===== src/rtl/rv32i_types.sv =====
// rtl/rv32i_types.sv - shared cache request type and data-cache port arbiter state enum
package rv32i_types;

    // One UFP request to the cache: a read when ufp_rmask != 0, a write when ufp_wmask != 0.
    typedef struct packed {
        logic [31:0] ufp_addr;
        logic [3:0]  ufp_rmask;
        logic [3:0]  ufp_wmask;
        logic [31:0] ufp_wdata;
    } cache_interface_t;

    typedef enum logic [1:0] {
        IDLE     = 2'd0,
        ST_BUSY  = 2'd1,
        LD_BUSY  = 2'd2,
        LD_DRAIN = 2'd3
    } dcache_arb_state_t;

endpackage


===== src/rtl/dcache_port_arbiter.sv =====
// rtl/dcache_port_arbiter.sv - shares the data cache UFP port between store queue and load unit
//
// Ports:
//   clk, rst        clock, asynchronous active-low reset
//   flush           branch-mispredict recovery pulse
//   st_req, ld_req  store-queue / load-unit requests, held until their response
//   dc_ufp_resp     cache completion pulse, dc_ufp_rdata valid with it
//   dc_ufp_out      request presented to the cache
//   st_resp         store completion
//   ld_resp         load completion, ld_rdata carries the data (0 otherwise)
//   busy            an access is outstanding
module dcache_port_arbiter
    import rv32i_types::*;
#(
    parameter int STARVE_LIMIT = 4
) (
    input  logic             clk,
    input  logic             rst,
    input  logic             flush,
    input  cache_interface_t st_req,
    input  cache_interface_t ld_req,
    input  logic             dc_ufp_resp,
    input  logic [31:0]      dc_ufp_rdata,
    output cache_interface_t dc_ufp_out,
    output logic             st_resp,
    output logic             ld_resp,
    output logic [31:0]      ld_rdata,
    output logic             busy
);

    localparam int CNT_W = $clog2(STARVE_LIMIT + 1);
    localparam logic [CNT_W-1:0] CNT_MAX = CNT_W'(STARVE_LIMIT);

    dcache_arb_state_t state, state_next;
    cache_interface_t  req_q;
    logic [CNT_W-1:0]  starve_cnt;

    logic st_valid;
    logic ld_valid;
    logic grant_st;
    logic grant_ld;

    assign st_valid = |st_req.ufp_wmask;
    assign ld_valid = |ld_req.ufp_rmask;

    // Store wins by default; the load only wins when it has starved long
    // enough or there is no store, and never in a flush cycle since the
    // load may be on the squashed path.
    always_comb begin
        grant_st = 1'b0;
        grant_ld = 1'b0;
        if (state == IDLE) begin
            if (ld_valid && !flush && (!st_valid || starve_cnt == CNT_MAX)) begin
                grant_ld = 1'b1;
            end else if (st_valid) begin
                grant_st = 1'b1;
            end
        end
    end

    always_comb begin
        state_next = state;
        unique case (state)
            IDLE: begin
                if (grant_ld) begin
                    state_next = LD_BUSY;
                end else if (grant_st) begin
                    state_next = ST_BUSY;
                end
            end
            ST_BUSY: begin
                if (dc_ufp_resp) begin
                    state_next = IDLE;
                end
            end
            LD_BUSY: begin
                // A flush coinciding with the response drops it and frees
                // the port immediately; otherwise the in-flight access
                // must be drained before the port can be reused.
                if (dc_ufp_resp) begin
                    state_next = IDLE;
                end else if (flush) begin
                    state_next = LD_DRAIN;
                end
            end
            LD_DRAIN: begin
                if (dc_ufp_resp) begin
                    state_next = IDLE;
                end
            end
            default: state_next = IDLE;
        endcase
    end

    always_ff @(posedge clk or negedge rst) begin
        if (!rst) begin
            state      <= IDLE;
            req_q      <= '0;
            starve_cnt <= '0;
        end else begin
            state <= state_next;
            if (grant_ld) begin
                req_q      <= ld_req;
                starve_cnt <= '0;
            end else if (grant_st) begin
                req_q <= st_req;
                if (!ld_valid) begin
                    starve_cnt <= '0;
                end else if (starve_cnt != CNT_MAX) begin
                    starve_cnt <= starve_cnt + 1'b1;
                end
            end
        end
    end

    // The request is withdrawn in the response cycle so the cache does not
    // see it again while the arbiter returns to IDLE.
    always_comb begin
        dc_ufp_out = '0;
        if (state != IDLE && !dc_ufp_resp) begin
            dc_ufp_out = req_q;
        end
    end

    assign st_resp  = (state == ST_BUSY) && dc_ufp_resp;
    assign ld_resp  = (state == LD_BUSY) && dc_ufp_resp && !flush;
    assign ld_rdata = ld_resp ? dc_ufp_rdata : 32'd0;
    assign busy     = (state != IDLE);

endmodule


===== config.mk =====
export PLATFORM = sky130hd
export DESIGN_NAME = dcache_port_arbiter
export DESIGN_NICKNAME = d
export VERILOG_FILES = /design/src/rtl/rv32i_types.sv /design/src/rtl/dcache_port_arbiter.sv
export SDC_FILE = /design/constraint.sdc
export NUM_CORES = 1
export LEC_CHECK = 0
export CORE_ASPECT_RATIO = 1.25
export CORE_MARGIN = 5
export CORE_UTILIZATION = 39
export CTS_CLUSTER_DIAMETER = 80
export CTS_CLUSTER_SIZE = 10
export DETAILED_ROUTE_END_ITERATION = 7
export HOLD_SLACK_MARGIN = 0.1
export PLACE_DENSITY_LB_ADDON = 0.12
export SLEW_MARGIN = 10
export SYNTH_ARGS = -nofsm -noshare
export SYNTH_HDL_FRONTEND = slang
export SYNTH_SLANG_ARGS = --single-unit

===== constraint.sdc =====
create_clock -name clk -period 5.1 [get_ports clk]
set_input_delay 1.02 -clock clk [delete_from_list [all_inputs] [get_ports clk]]
set_output_delay 1.02 -clock clk [all_outputs]
set_load 0.02 [all_outputs]

Yosys cells after proc, flatten, opt, wreduce, memory -nomap -nowiden:

Cells that the tools add are included.

* add/sub/neg operators: 1
* equality and inequality tests: 9
* multiplexer cells: 19
* reductions and logical operators: 18

Operator list (number)
* $mux W72: 3
* $mux W32: 1
* $mux W3: 4
* $mux W2: 5
* $ne A3 B3 Y1 const B: 3
* $reduce_or A4 Y1: 2
* $logic_and A1 B1 Y1: 6
* $pmux W2 S3: 1
* $mux W1: 5
* $eq A2 B2 Y1 const B: 2
* $reduce_bool A2 Y1: 2
* $add A3 B1 Y3 const B: 1
* $eq A3 B3 Y1 const B: 1
* $logic_not A1 Y1: 3
* $ne A3 B1 Y1 const B: 1
* $reduce_and A3 Y1: 1
* $eq A2 B1 Y1 const B: 1
* $logic_not A2 Y1: 1
* $ne A2 B1 Y1 const B: 1
* $reduce_and A2 Y1: 1
* $reduce_or A2 Y1: 1
* $logic_or A1 B1 Y1: 1

* register bits after elaboration: 77
* input port bits: 180
* word-level logic and storage cells: 53

Logic depth before layout (Yosys ltp):

* depth in word-level cells: 9
* depth in mapped cells: 8

Least setup slack after synthesis:

No wires, ideal clock.

* path kind: input -> output
* start: input port flush
* end: output port ld_rdata[22]
* data arrival time: 2.235 ns
* path slack: 1.845 ns
* stages: 3
* path through: nor4b_1 clkbuf_1 and2_1

* longest elaborated chain between the ends: 3

RTL lines
* start, declared: RTL line dcache_port_arbiter.sv:19 `input logic flush,`
* $logic_not A1 Y1: RTL line dcache_port_arbiter.sv:126 `assign ld_resp = (state == LD_BUSY) && dc_ufp_resp && !flush;`
* $logic_and A1 B1 Y1: RTL line dcache_port_arbiter.sv:126
* named net ld_resp: RTL line dcache_port_arbiter.sv:26 `output logic ld_resp,`
* $mux W32: RTL line dcache_port_arbiter.sv:127 `assign ld_rdata = ld_resp ? dc_ufp_rdata : 32'd0;`
* end, declared: RTL line dcache_port_arbiter.sv:27 `output logic [31:0] ld_rdata,`

The timed path passes the listed nets, and every way through them passes these cells.

Worst setup path in the final report:

* start: input port dc_ufp_resp
* end: output port ld_rdata[17]

* longest elaborated chain between the ends: 3

RTL lines
* start, declared: RTL line dcache_port_arbiter.sv:22 `input logic dc_ufp_resp,`
* $logic_and A1 B1 Y1 (2 in a row): RTL line dcache_port_arbiter.sv:126
* $mux W32: RTL line dcache_port_arbiter.sv:127

Every way passes these cells.

==> flow_metrics.py <==
metrics = {
    "worst_setup_path": {
        "path_buf_inv": 3,
        "worstPathMaxFanout": 33,
        "crit_path_start_kind": "input pin",
        "cpPeakStageDelay_ps": 600,
        "crit_required_ps": 4080,
        "path_delay_family": "buffers and inverters",
        "cp_common_cell": "sky130_fd_sc_hd__clkdlybuf4s50_1",
        "critPathSlowestCell": "sky130_fd_sc_hd__clkdlybuf4s50_1",
        "timing.critical_path.arrival_ps": 3010,
        "cell_chain_critical_path": "clkdlybuf4s50_1 -> nor4b_2 -> buf_4 -> and2_1 -> clkdlybuf4s50_1",
        "path_class": "input pin to output port",
        "endpoint_kind": "output port",
    },
    "sta": {
        "clock_skew_ps": 10.3,
        "timing_worst_slew_pin_value_ps": 971,
        "fin_worst_hold_slack_ps": 514,
        "maximum_frequency_from_static_timing_analysis_mhz": 248,
        "min_period_ps": 4030,
        "timing.final.hold_violations": 0,
        "period_share_pct": 79.0,
        "fin_tns_setup_ps": 0,
        "max-slew-margin-rel_pct": 35.3,
        "setup_viol_count_final": 0,
        "slew_violations": 0,
        "unrepaired_setup_endpoints_after_global_routing": "no",
        "timing.final.ws_setup_ps": 1070,
    },
    "layout": {
        "flow.area_growth_from_synthesis_pct": 75.0,
        "layout.cells.most_common": "sky130_fd_sc_hd__clkdlybuf4s50_1",
        "drive_above_1_share_pct": 4.07,
        "nNetsFinal": 915,
        "layout_common_cells": "sky130_fd_sc_hd__clkdlybuf4s50_1 (285), sky130_fd_sc_hd__and2_1 (105), sky130_fd_sc_hd__dfrtp_1 (77)",
        "finalCoreUtilization_pct": 69.2,
    },
    "grt": {
        "grt_overflow": 0,
        "antenna_found_initial": 1,
        "grt_first_pass_wirelength_um": 22700,
        "number_of_global_route_vias_before_repair": 4501,
        "global_route.usage.total_pct": 21.5,
        "pin_count_of_the_biggest_net_entering_global_routing": 78,
    },
    "drt": {
        "wl_per_cell_um": 16.7,
        "detail_route.first_pass.iterations": 4,
        "overall_via_count_from_detail_route": 4233,
        "drt-initial-drc-count": 146,
        "route.detailed.drc": 0,
        "drt-total-wl_um": 14600,
        "antenna_left": 0,
        "drt-vias-per-instance": 4.84,
    },
    "floorplan": {
        "core_area_um2": 11000,
        "floorplan.io_pins": 287,
        "initial_core_util_pct": 39.6,
        "die-area_um2": 13400,
        "rows": 43,
        "dieHeight_um": 128,
        "die-width_um": 105,
    },
    "synth": {
        "cell_area_after_technology_mapping_um2": 4360,
        "syn-mean-instance-area_um2": 9.42,
        "ys_types": 26,
        "nets_in_the_synthesized_netlist": 645,
        "synthesis.yosys.warnings": 0,
        "synth-seq-area-share_pct": 44.2,
        "synth.ff_latch_count": 77,
        "netlist_instances": 463,
    },
    "clock_tree": {
        "clk_latency_ps": 330,
        "cts.repair.resized": 0,
        "clockBufferDepth": 2,
        "total_cts_buffers": 9,
        "clock_tree.htree_level_count": 3,
        "postCtsHoldBufs": 0,
        "cts_num_sinks": 77,
        "cts-root-buf": "sky130_fd_sc_hd__clkbuf_16",
        "tritoncts": "built",
        "cts.clk_slew.worst_paths_ps": 50,
        "postCtsSetupBuffers": 0,
    },
    "pwr": {
        "p_leak_nw": 3.47,
        "powerDensity_nw_per_um2": 475,
        "worst_ir_drop_vdd_mv": 0.249,
        "totalPowerFinal_mw": 3.63,
    },
    "placed_design": {
        "port_buffers": 286,
        "detailed_place_hpwl_um": 11700,
        "place_ws_ps": 1070,
        "globalplace.congestion": 0.834,
    },
    "run_status": {
        "outcome": "completed",
    },
    "flow_run": {
        "timing.max_cap.violations": 0,
    },
    "hold_path": {
        "worst_hold_path_type": "flip-flop to flip-flop",
    },
}
-- metal layers --
metal  wire, um  part of all wire (%)  GRT usage [%]  vias to the layer above
li1           -                     -              -                     2090
met1       5170                    35           22.1                     1933
met2       7930                    54           39.9                      180
met3       1060                   7.2           6.50                       30
met4        463                   3.2           9.33                        0
met5          0                     0              0                        -
-- worst register-to-register path: cells and delay by family, from the launching register on --
family          cells  cell delay (ps)
compound gates      2              750
buf+inv             2              660
flops               1              370
mux                 1              360
fa+ha+maj           1              200
simple gates        1              190
-- cell type report --
class / instances / area (um2)
flip-flops and latches: 77 / 1930
inverters: 5 / 18.8
clock buffers: 13 / 270
clock inverters: 3 / 90.1
fillers: 842 / 3390
diodes: 1 / 2.50
well taps: 135 / 169
multi-input cells: 347 / 2230
repair buffers: 293 / 2930
-- report_power, final --
group          total [mW]  internal (mW)  switching, mW
combinational        1.80          0.849          0.952
clock               0.752          0.518          0.234
sequential           1.07          0.920          0.152
total                3.63           2.29           1.34
-- cell families after synthesis --
| logic type | Yosys count | share of synthesized area [%] |
|---|---|---|
| compound gates | 83 | 9.92 |
| fa+ha+maj | 2 | 0.573 |
| simple gates | 189 | 23.0 |
| flops | 77 | 44.2 |
| buf+inv | 39 | 5.56 |
| mux | 73 | 16.8 |
-- synth_stat cells, drive strengths merged --
| cell type | n | area share (%) |
|---|---|---|
| mux2 | 1 | 0.26 |
| a21oi | 76 | 8.7 |
| or4 | 1 | 0.26 |
| nor2 | 75 | 6.5 |
| ha | 2 | 0.57 |
| o211ai | 1 | 0.17 |
| nor4b | 1 | 0.20 |
| a22o | 1 | 0.20 |
| nor4 | 3 | 0.57 |
| buf | 12 | 3.2 |
| nand2 | 2 | 0.17 |
| o21ai | 3 | 0.34 |
| o22ai | 1 | 0.14 |
| inv | 5 | 0.43 |
| and2 | 105 | 15 |
| dfrtp | 77 | 44 |
| or3 | 1 | 0.14 |
| o2111ai | 1 | 0.34 |
| and3 | 1 | 0.14 |
| mux2i | 72 | 17 |
| clkbuf | 22 | 1.9 |
-- per-stage QoR --
step	instances	instance area [um2]
final	874	7630
after global routing	874	7630
after CTS	873	7630
after detailed placement	857	7270
after global placement	857	7270
after floorplan	463	4360
-- state kept, by name, indices dropped and copies added (netlist names) --
| name | cells |
|---|---|
| req_q | 72 |
| starve_cnt | 3 |
| state | 2 |
-- worst paths after layout --
| path | start | to | slack [ps] | cells past startpoint |
|---|---|---|---|---|
| setup / recovery | dc_ufp_resp | ld_rdata[17] | 1070 | 5 |
| hold / removal | req_q[63]$_DFFE_PN0P_ | req_q[63]$_DFFE_PN0P_ | 510 | 2 |
| setup reg to reg | starve_cnt[0]$_DFFE_PN0P_ | req_q[68]$_DFFE_PN0P_ | 2440 | 7 |
| hold reg to reg | req_q[63]$_DFFE_PN0P_ | req_q[63]$_DFFE_PN0P_ | 510 | 2 |
| max in group asynchronous | rst | req_q[47]$_DFFE_PN0P_ | 3620 | 1 |
| min in group asynchronous | rst | starve_cnt[0]$_DFFE_PN0P_ | 840 | 1 |
Power figures use the tool's default switching activity.
